File: src/rtl/fetch_entry_queue.sv
// rtl/fetch_entry_queue.sv - in-order elastic queue between the realigner and decode
// Optional zero-latency bypass when empty: define FETCH_ENTRY_QUEUE_BYPASS_EN.
module fetch_entry_queue #(
  parameter int unsigned ENTRY_W = 128,
  parameter int unsigned DEPTH   = 4,
  parameter int unsigned CNT_W   = $clog2(DEPTH + 1)
) (
  input  logic               clk_i,
  input  logic               rst_ni,
  input  logic               flush_i,
  input  logic [ENTRY_W-1:0] fetch_entry_i,
  input  logic               fetch_entry_valid_i,
  output logic               fetch_entry_ready_o,
  output logic [ENTRY_W-1:0] fetch_entry_o,
  output logic               fetch_entry_valid_o,
  input  logic               fetch_entry_ready_i,
  output logic [CNT_W-1:0]   occupancy_o,
  output logic               empty_o
);

  localparam int unsigned AW = $clog2(DEPTH);
  localparam int unsigned PW = AW + 1;

  logic [ENTRY_W-1:0] mem [DEPTH];
  logic [PW-1:0]      wptr_q, rptr_q;
  logic [PW-1:0]      occ;
  logic               full, empty;
  logic               push, pop;

  // Pointers carry an extra wrap bit so full and empty are distinguishable.
  assign full  = (wptr_q[AW-1:0] == rptr_q[AW-1:0]) && (wptr_q[AW] != rptr_q[AW]);
  assign empty = (wptr_q == rptr_q);
  assign occ   = wptr_q - rptr_q;

  assign occupancy_o         = CNT_W'(occ);
  assign empty_o             = empty;
  assign fetch_entry_ready_o = !full && !flush_i;

`ifdef FETCH_ENTRY_QUEUE_BYPASS_EN
  logic bypass_hit;
  logic bypass_take;

  // An empty queue forwards the incoming entry straight to decode.
  assign bypass_hit          = empty && fetch_entry_valid_i && !flush_i;
  assign bypass_take         = bypass_hit && fetch_entry_ready_i;
  assign fetch_entry_valid_o = !empty || bypass_hit;
  assign fetch_entry_o       = empty ? fetch_entry_i : mem[rptr_q[AW-1:0]];
  assign push = fetch_entry_valid_i && fetch_entry_ready_o && !flush_i && !bypass_take;
  assign pop  = !empty && fetch_entry_ready_i && !flush_i;
`else
  assign fetch_entry_valid_o = !empty;
  assign fetch_entry_o       = mem[rptr_q[AW-1:0]];
  assign push = fetch_entry_valid_i && fetch_entry_ready_o && !flush_i;
  assign pop  = fetch_entry_valid_o && fetch_entry_ready_i && !flush_i;
`endif

  always_ff @(posedge clk_i or negedge rst_ni) begin
    if (!rst_ni) begin
      wptr_q <= '0;
      rptr_q <= '0;
    end else if (flush_i) begin
      wptr_q <= '0;
      rptr_q <= '0;
    end else begin
      if (push) wptr_q <= wptr_q + PW'(1);
      if (pop)  rptr_q <= rptr_q + PW'(1);
    end
  end

  // Storage is left unreset; its contents only matter behind a valid pointer.
  always_ff @(posedge clk_i) begin
    if (push) mem[wptr_q[AW-1:0]] <= fetch_entry_i;
  end

endmodule
File: config.mk
export PLATFORM = sky130hd
export DESIGN_NAME = fetch_entry_queue
export DESIGN_NICKNAME = d
export VERILOG_FILES = /design/src/rtl/fetch_entry_queue.sv
export SDC_FILE = /design/constraint.sdc
export NUM_CORES = 1
export LEC_CHECK = 0
export ABC_CLOCK_PERIOD_IN_PS = 7700
export BUFFER_PORTS_ARGS = -buffer_cell sky130_fd_sc_hd__clkbuf_2
export CAP_MARGIN = 25
export CORE_MARGIN = 1.5
export CORE_UTILIZATION = 55
export CTS_CLUSTER_DIAMETER = 40
export DETAILED_ROUTE_END_ITERATION = 8
export HOLD_SLACK_MARGIN = 0.02
export MAX_ROUTING_LAYER = met4
export PLACE_DENSITY = 0.88
export SLEW_MARGIN = 0
export SYNTH_ARGS = -nofsm -noshare
export SYNTH_HDL_FRONTEND = slang
export SYNTH_SLANG_ARGS = --single-unit
export TNS_END_PERCENT = 50
File: constraint.sdc
create_clock -name clk_i -period 7.7 [get_ports clk_i]
set_clock_uncertainty 0.2 [all_clocks]
set_input_delay 1.54 -clock clk_i [delete_from_list [all_inputs] [get_ports clk_i]]
set_output_delay 1.54 -clock clk_i [all_outputs]
set_load 0.005 [all_outputs]
==> results of run 1 <==
metal layers:
layer  global-route usage  share of wire
met5                    -              0
met4              0.08333          0.027
met3              0.05060          0.076
met2               0.3778           0.54
met1               0.2717           0.36
flip-flops by register name, indices dropped and copies added (netlist names):
register  cells
mem         512
rptr_q        3
wptr_q        3
cells in the mapped netlist (all sizes together), types with 3 or more instances:
| cell | n |
|---|---|
| a21oi | 5 |
| inv | 6 |
| nand2 | 4 |
| and3 | 5 |
| buf | 28 |
| nor2 | 3 |
| edfxtp | 512 |
| dfrtp | 6 |
| ha | 7 |
| nand3 | 5 |
| mux4 | 128 |
| clkbuf | 4 |
per-stage QoR:
| stage | total power, mW | hold slack (ps) |
|---|---|---|
| floorplan | 4.507 | 348.0 |
| detailed placement | 5.154 | 411.8 |
| finish | 7.834 | 446.5 |
| global placement | 5.103 | 397.1 |
| global route | 8.110 | 513.4 |
| CTS | 7.904 | 427.2 |
kinds of logic (layout without fill, tap and decap cells):
kind of cell             count (synthesis)  in the layout  synth area share
AO/OA/AOI/OAI                           12             12          0.004270
AND/OR/NAND/NOR                         27             27          0.008211
other                                    0              5                 0
XOR/XNOR                                 3              3          0.001774
flip-flops                             518            518            0.8150
buffers and inverters                   38            391           0.01314
multiplexers                           129            129            0.1519
adder cells (fa/ha/maj)                  8              8          0.005649
worst min-delay path, delay by kind of cell, from the launching register on:
family,cells,cell delay (ps)
AND/OR/NAND/NOR,1,80
AO/OA/AOI/OAI,1,80
flip-flops,1,450
power groups by stage:
stage	Clock [mW]	Sequential, mW	Combinational (mW)
global route	2.88	3.57	1.66
global placement	0	3.58	1.52
detailed placement	0	3.60	1.55
CTS	2.78	3.55	1.58
floorplan	0	3.51	1.00
finish	2.73	3.55	1.55
area by class of cell:
class	count	area, um^2
clock inverters	39	465.4
diodes	5	12.51
inverters	6	22.52
multi-input cells	179	3293
repair buffers	279	1481
flip-flops and latches	518	15530
fillers	2003	10950
clock buffers	67	1464
well taps	448	560.5
worst paths after layout:
check,startpoint,to,slack [ps]
max in group asynchronous,rst_ni,rptr_q[0],6530
min reg2reg,wptr_q[1],wptr_q[1],450
min,wptr_q[1],wptr_q[1],450
max reg2reg,rptr_q[1],mem[1][2],3230
min in group asynchronous,rst_ni,wptr_q[2],580
max,rptr_q[1],fetch_entry_o[118],2720
==> results.py, run 1 <==
metrics = {
    "yosys": {
        "syn_area_mm2": 0.01905,
        "yosys.area.top_type": "edfxtp_1",
        "synth_top_area_share": 0.8071,
        "synth_ff_type": "edfxtp_1",
        "ys_top_cells_by_area": "edfxtp_1 81%, mux4_2 15%, dfrtp_1 0.79%",
        "synth_seq_cells": 518,
        "ys_seq_area_frac": 0.8150,
        "syn_area_per_cell_um2": 25.92,
        "synth_cell_type_count": 33,
        "synth-edff-count": 512,
        "synthCells": 735,
        "ys_async_sr_fraction": 0.01158,
        "yosysWarnings": 0,
        "syn_nets": 876,
    },
    "timing": {
        "final-hold-violation-count": 0,
        "relSlewSlack": 0.2983,
        "finalSetupViolCount": 0,
        "max_freq_mhz": 200.9,
        "finalSetupTns_ps": 0,
        "fin_crit_sh": 0.6464,
        "rsz0062_at_grt": "no",
        "setup_ws_ps": 2723,
        "tightest_slew_ps": 1053,
        "period_needed_ps": 4977,
        "drv_slew": 0,
    },
    "finish": {
        "final_layout_size_suffix_gt1_frac": 0.4614,
        "fin_cells": 1541,
        "final_common_cell": "edfxtp_1",
        "area_growth_pct": 19.86,
        "fin_nets": 1182,
        "final_cell_mix": "512 x edfxtp_1, 266 x clkbuf_2, 128 x mux4_2, 57 x clkbuf_16",
        "utilization": 0.6758,
        "stdcell_area_mm2": 0.02283,
    },
    "setup_path": {
        "rr_worst_depth": 6,
        "crit_buf_inv": 2,
        "worstSetupPathType": "reg -> out",
        "cp_slowest_cell": "dfrtp_4",
        "cp-end-kind": "primary output",
        "crit_cells": 3,
        "cp_top_family": "flip-flops",
        "worstPathRequired_ps": 5960,
        "path_cells": "buf_4, mux4_2, clkbuf_2",
        "slowest_delay_ps": 1080,
        "worst_ep_arrival_time_ps": 3240,
        "start_kind": "flop",
        "crit_fanout": 69,
    },
    "die": {
        "num_rows": 67,
        "dieWidth_um": 189.1,
        "pin_count": 267,
        "initial_utilization": 0.5638,
        "dieHeight_um": 189.1,
        "core_area_mm2": 0.03378,
        "die_area_mm2": 0.03576,
    },
    "placement": {
        "dp_hpwl_um": 22220,
        "pre_cts_ws_ps": 3226,
        "dp_cells": 1429,
        "post_dp_cell_area_mm2": 0.02086,
        "gp_congestion": 0.7490,
        "portBuffers": 266,
    },
    "clock_network": {
        "cts_root_buf": "clkbuf_16",
        "cts_max_path_buffers": 3,
        "holdBufCountCts": 0,
        "clkTransAtPathRegs_ps": 60,
        "htree_levels": 2,
        "cts_buffers": 57,
        "cts_tree": "done",
        "worstSkewPairLatency_ps": 580,
        "clkSinkCount": 518,
        "post_cts_buffers": 0,
        "cts_resized": 0,
    },
    "power_and_ir_drop": {
        "internal_power_mw": 5.811,
        "combPwrFrac": 0.198,
        "vdd_drop_max_uv": 268.8,
        "leakagePower_nw": 7.705,
        "p_sw_frac": 0.2583,
        "sequentialPowerShare": 0.453,
        "clkPwrFrac": 0.349,
        "switchingPower_mw": 2.023,
        "powerDensity_mw_per_mm2": 343.1,
    },
    "detailed_routing": {
        "drt_iter0_drc": 736,
        "via_per_inst": 5.794,
        "wl_um": 38700,
        "drc": 0,
        "ant_nets": 0,
        "wl_per_cell_um": 25.11,
        "drtPass1Iterations": 5,
        "num_vias": 8928,
    },
    "status": {
        "outcome": "complete, no violations",
    },
    "grt": {
        "grt_pass1_wl_um": 57330,
        "grt_max_degree": 70,
        "grt_usage": 0.2258,
        "antenna_found_initial": 5,
        "gr-total-overflow": 0,
        "grt_pass1_vias": 9410,
    },
    "run": {
        "drv_cap": 0,
    },
    "hold_path": {
        "hold_path_class": "reg -> reg",
        "hold_depth": 2,
    },
}
Power figures use the tool's default switching activity.
==> run 2: changes to the inputs <==
- ABC_CLOCK_PERIOD_IN_PS: 7700 -> 4200
- CORE_UTILIZATION: 55 -> 51
- PLACE_DENSITY: 0.88 -> 0.86
- clock period: 7.7 -> 4.2 ns (I/O delays scaled with it)
==> run 2 against run 1 <==
Largest power group unchanged. First-iteration DRC count fell by 43%. Total power rose by 76%. Via count fell by 2.4%. Cell count rose by 1.2%. Highest routed layer unchanged. Combinational power rose by 92%. Count of clock-buffer cells in the layout fell by 7. Utilization fell by 5.6 points. Largest cell class unchanged. Global-route usage fell by 2.9 points.
==> results.py, run 2 (synthesized netlist as in run 1, its figures left out) <==
metrics = {
    "setup_path": {
        "start_kind": "flop",
        "crit_path_start": "rptr_q[0]",
        "cp-end-kind": "primary output",
        "worstSetupPathType": "reg -> out",
        "worstPathRequired_ps": 3160,
        "timing.rr.start": "wptr_q[0]",
        "crit_fanout": 110,
        "worst_ep_arrival_time_ps": 2550,
        "rr_worst_depth": 6,
    },
    "detailed_routing": {
        "num_vias": 8716,
        "drtPass1Iterations": 5,
        "ant_nets": 0,
        "wl_per_cell_um": 22.85,
        "drt_iter0_drc": 416,
        "via_per_inst": 5.591,
        "drc": 0,
        "wl_um": 35620,
    },
    "clock_network": {
        "holdBufCountCts": 1,
        "htree_levels": 2,
        "clkTransAtPathRegs_ps": 70,
        "worstSkewPairLatency_ps": 580,
        "cts_root_buf": "clkbuf_16",
        "post_cts_buffers": 0,
        "cts_tree": "done",
        "cts_max_path_buffers": 3,
        "cts_resized": 0,
        "cts_buffers": 55,
        "clkSinkCount": 518,
    },
    "hold_path": {
        "hold_start": "fetch_entry_i[81]",
        "hold_path_class": "in -> reg",
        "hold_depth": 1,
    },
    "finish": {
        "largest_register_ff_count": 512,
        "final_layout_size_suffix_gt1_frac": 0.4645,
        "final_common_cell": "edfxtp_1",
        "fin_cells": 1559,
        "seqCellArea_mm2": 0.01553,
        "final_cell_mix": "512 x edfxtp_1, 266 x clkbuf_2, 128 x mux4_2, 55 x clkbuf_16, 10 x buf_12",
        "fillCellCount": 2382,
        "area_growth_pct": 19.48,
        "fin_nets": 1183,
        "utilization": 0.6202,
        "multi_input_area_mm2": 0.003293,
    },
    "grt": {
        "grt_usage": 0.1966,
        "gr-total-overflow": 0,
        "antenna_found_initial": 8,
        "grt_pass1_vias": 9535,
        "grt_max_degree": 132,
        "grt_util_met2": 0.3207,
        "grt_use_met3": 0.05398,
        "gr-max-usage-layer": "met2",
        "grt_pass1_wl_um": 54330,
        "grtUsageMet1": 0.2287,
    },
    "placement": {
        "dp_hpwl_um": 21040,
        "gp_congestion": 0.7230,
        "portBuffers": 266,
        "dp_cells": 1452,
    },
    "die": {
        "core_area_mm2": 0.03670,
        "num_rows": 70,
        "pin_count": 267,
        "die_area_mm2": 0.03852,
        "dieWidth_um": 196.3,
        "dieHeight_um": 196.3,
        "initial_utilization": 0.5191,
    },
    "timing": {
        "final-hold-violation-count": 0,
        "fin_hold_ws_ps": 264.6,
        "finalSetupTns_ps": 0,
        "rsz0062_at_grt": "no",
        "relSlewSlack": 0.3976,
        "finalSetupViolCount": 0,
        "drv_slew": 0,
        "max_freq_mhz": 278.8,
        "period_needed_ps": 3586,
        "tightest_slew_ps": 903.6,
        "fin_crit_sh": 0.8538,
    },
    "power_and_ir_drop": {
        "combPwrFrac": 0.216,
        "vdd_drop_max_uv": 533.6,
        "clkPwrFrac": 0.328,
        "powerDensity_mw_per_mm2": 607.5,
        "switchingPower_mw": 3.613,
        "internal_power_mw": 10.21,
        "p_sw_frac": 0.2614,
        "leakagePower_nw": 7.642,
        "total_power_mw": 13.83,
        "sequentialPowerShare": 0.457,
    },
    "run": {
        "drv_cap": 0,
    },
    "status": {
        "outcome": "complete, no violations",
    },
}
==> run 2: critical path, stage by stage, from the launching register on <==
cell,delay (ps)
dfrtp_4,430
buf_12,650
mux4_2,640
clkbuf_2,140
==> run 2: per-layer routing <==
| metal | wire [um] | share of wire | vias up |
|---|---|---|---|
| met3 | 2736 | 0.077 | 75 |
| met5 | 0 | 0 | - |
| li1 | - | - | 3821 |
| met1 | 13200 | 0.37 | 4507 |
| met4 | 1078 | 0.030 | 0 |
| met2 | 18600 | 0.52 | 313 |
==> run 2: worst paths after layout <==
path | endpoint | slack [ps]
hold / removal | mem[3][81] | 260
setup / recovery | fetch_entry_o[92] | 610
setup reg to reg | mem[2][104] | 1170
hold reg to reg | wptr_q[1] | 420
max in group asynchronous | rptr_q[1] | 3140
min in group asynchronous | rptr_q[2] | 470
==> run 2: per-stage QoR <==
step / setup slack (ps) / area (um^2)
after floorplan: -975.3 / 19050
after global placement: 1153 / 21000
after detailed placement: 1153 / 21000
after CTS: 530.8 / 22740
after global routing: 458.1 / 22760
final: 613.8 / 22760
==> run 2: area by class of cell <==
class,instances,share of cell area
clock buffer,60,0.06130
sequential,518,0.6825
multi-input combinational,179,0.1447
tap,468,0.02573
timing repair buffer,282,0.06938
inverter,6,0.0009896
clock inverter,38,0.01457
antenna,8,0.0008796
==> run 2: power by group through the flow <==
stage / Clock, mW / Sequential [mW] / Combinational, mW
after floorplan: 0 / 6.41 / 1.83
after global placement: 0 / 6.38 / 3.01
after detailed placement: 0 / 6.42 / 3.03
after CTS: 4.63 / 6.32 / 3.06
after global routing: 4.81 / 6.35 / 3.24
final: 4.53 / 6.31 / 2.98
==> run 3: changes to the inputs <==
--- a/constraint.sdc
+++ b/constraint.sdc
@@ -3,3 +3,3 @@
 set_input_delay 0.84 -clock clk_i [delete_from_list [all_inputs] [get_ports clk_i]]
 set_output_delay 0.84 -clock clk_i [all_outputs]
-set_load 0.005 [all_outputs]
+set_load 0.01 [all_outputs]
==> run 3 against run 2 <==
Worst hold slack got worse by 8.1 ps. Highest routed layer unchanged. Flip-flop and latch count unchanged. Largest cell class unchanged. Utilization up 0.62 points. Sequential share of layout area shrank 0.68 points. Sequential power is 1% higher.
==> results.py, run 3 (synthesized netlist as in run 1, its figures left out) <==
metrics = {
    "power_and_ir_drop": {
        "sequentialPowerShare": 0.436,
        "total_power_mw": 14.67,
        "p_sw_frac": 0.2674,
        "combPwrFrac": 0.216,
        "switchingPower_mw": 3.923,
        "vdd_drop_max_uv": 410.3,
        "internal_power_mw": 10.75,
        "clkPwrFrac": 0.348,
        "leakagePower_nw": 7.774,
        "powerDensity_mw_per_mm2": 638.3,
    },
    "clock_network": {
        "worstSkewPairLatency_ps": 580,
        "clkTransAtPathRegs_ps": 60,
        "cts_max_path_buffers": 3,
        "clkSinkCount": 518,
        "cts_buffers": 57,
        "cts_tree": "done",
        "htree_levels": 2,
        "cts_root_buf": "clkbuf_16",
    },
    "finish": {
        "multi_input_area_mm2": 0.003293,
        "fin_nets": 1184,
        "stdcell_area_mm2": 0.02299,
        "seqCellArea_mm2": 0.01553,
        "final_cell_mix": "512 x edfxtp_1, 266 x clkbuf_2, 128 x mux4_2, 57 x clkbuf_16, 10 x buf_12",
        "utilization": 0.6264,
        "fillCellCount": 2416,
        "area_growth_pct": 20.68,
        "largest_register_ff_count": 512,
        "final_layout_size_suffix_gt1_frac": 0.4678,
        "final_common_cell": "edfxtp_1",
    },
    "placement": {
        "portBuffers": 266,
        "gp_congestion": 0.7261,
        "dp_hpwl_um": 21560,
        "post_dp_cell_area_mm2": 0.02100,
    },
    "detailed_routing": {
        "via_per_inst": 5.639,
        "drc": 0,
        "wl_um": 36430,
        "drtPass1Iterations": 4,
        "wl_per_cell_um": 23.38,
        "drt_iter0_drc": 530,
        "num_vias": 8786,
        "ant_nets": 0,
    },
    "setup_path": {
        "path_cells": "buf_4, mux4_2, clkbuf_2",
        "worst_ep_arrival_time_ps": 2670,
        "start_kind": "flop",
        "worstPathRequired_ps": 3160,
        "cp-end-kind": "primary output",
        "cp_slowest_cell": "dfrtp_4",
        "crit_fanout": 35,
        "slowest_delay_ps": 670,
        "worstSetupPathType": "reg -> out",
    },
    "timing": {
        "tightest_slew_ps": 645.0,
        "relSlewSlack": 0.5700,
        "finalSetupTns_ps": 0,
        "fin_crit_sh": 0.8842,
        "finalSetupViolCount": 0,
        "drv_slew": 0,
        "max_freq_mhz": 269.3,
        "rsz0062_at_grt": "no",
        "final-hold-violation-count": 0,
        "period_needed_ps": 3714,
    },
    "grt": {
        "grt_max_degree": 100,
        "grt_pass1_vias": 9345,
        "antenna_found_initial": 2,
        "gr-total-overflow": 0,
        "grt_usage": 0.1994,
        "grt_pass1_wl_um": 55110,
    },
    "die": {
        "num_rows": 70,
        "die_area_mm2": 0.03852,
        "dieHeight_um": 196.3,
        "pin_count": 267,
        "dieWidth_um": 196.3,
        "core_area_mm2": 0.03670,
        "initial_utilization": 0.5191,
    },
    "status": {
        "outcome": "complete, no violations",
    },
    "run": {
        "drv_cap": 0,
    },
    "hold_path": {
        "hold_path_class": "in -> reg",
    },
}
[run 3: changes by cell type in the layout (fill, tap and decap cells not counted), moves of 2 or more]
cell	before	now
clkinv_4	3	1
diode_2	8	2
clkinvlp_4	6	1
clkinv_1	7	2
inv_8	1	3
clkinv_2	7	9
clkbuf_1	5	9
bufinv_16	2	9
clkbuf_16	55	57
[run 3: final cells by class]
class / count / area share
inverters: 6 / 0.0009798
repair buffers: 281 / 0.06837
clock buffers: 66 / 0.06352
flip-flops and latches: 518 / 0.6757
well taps: 468 / 0.02547
clock inverters: 38 / 0.02248
multi-input cells: 179 / 0.1433
diodes: 2 / 0.0002177
[run 3: per-stage QoR]
| stage | setup WS, ps | std cells | hold WS [ps] |
|---|---|---|---|
| 2_1_floorplan | -1063 | 735 | 344.4 |
| 3_3_place_gp | 948.8 | 1451 | 413.1 |
| 3_5_place_dp | 885.0 | 1451 | 428.0 |
| 4_1_cts | 359.1 | 1556 | 219.6 |
| 5_1_grt | 287.3 | 1558 | 236.1 |
| 6_report | 486.5 | 1558 | 256.5 |
[run 3: layer usage]
layer  up-vias  wire (um)  GRT usage
li1       3819          -          -
met1      4556      13650     0.2402
met2       346      19090     0.3257
met3        65       2649    0.04934
met4         0       1043    0.08120
met5         -          0          -
[run 3: power groups by stage]
stage	logic, mW	clock network, mW	registers, mW
after floorplan	2.10	0	6.41
after global placement	3.17	0	6.47
after detailed placement	3.21	0	6.51
after CTS	3.24	5.22	6.41
after global routing	3.40	5.40	6.44
final	3.17	5.10	6.40
[run 3: worst max-delay path, delay by kind of cell, from the launching register on]
kind,cells,cell delay (ps)
mux,1,620
flops,1,670
buf+inv,2,770
[run 3: path summary, 6_finish.rpt]
kind | start | end | slack (ps) | depth (start not counted)
max | rptr_q[0] | fetch_entry_o[119] | 490 | 3
min | fetch_entry_i[109] | mem[3][109] | 260 | 1
max reg2reg | rptr_q[1] | mem[1][56] | 940 | 6
min reg2reg | wptr_q[2] | wptr_q[2] | 440 | 2
max in group asynchronous | rst_ni | rptr_q[1] | 3140 | 2
min in group asynchronous | rst_ni | rptr_q[2] | 470 | 2
[run 3: what timing repair did]
item,4_1_cts,5_1_grt
hold endpoints to repair,6,0
setup buffers,0,0
hold buffers,1,0
resized for setup,0,0
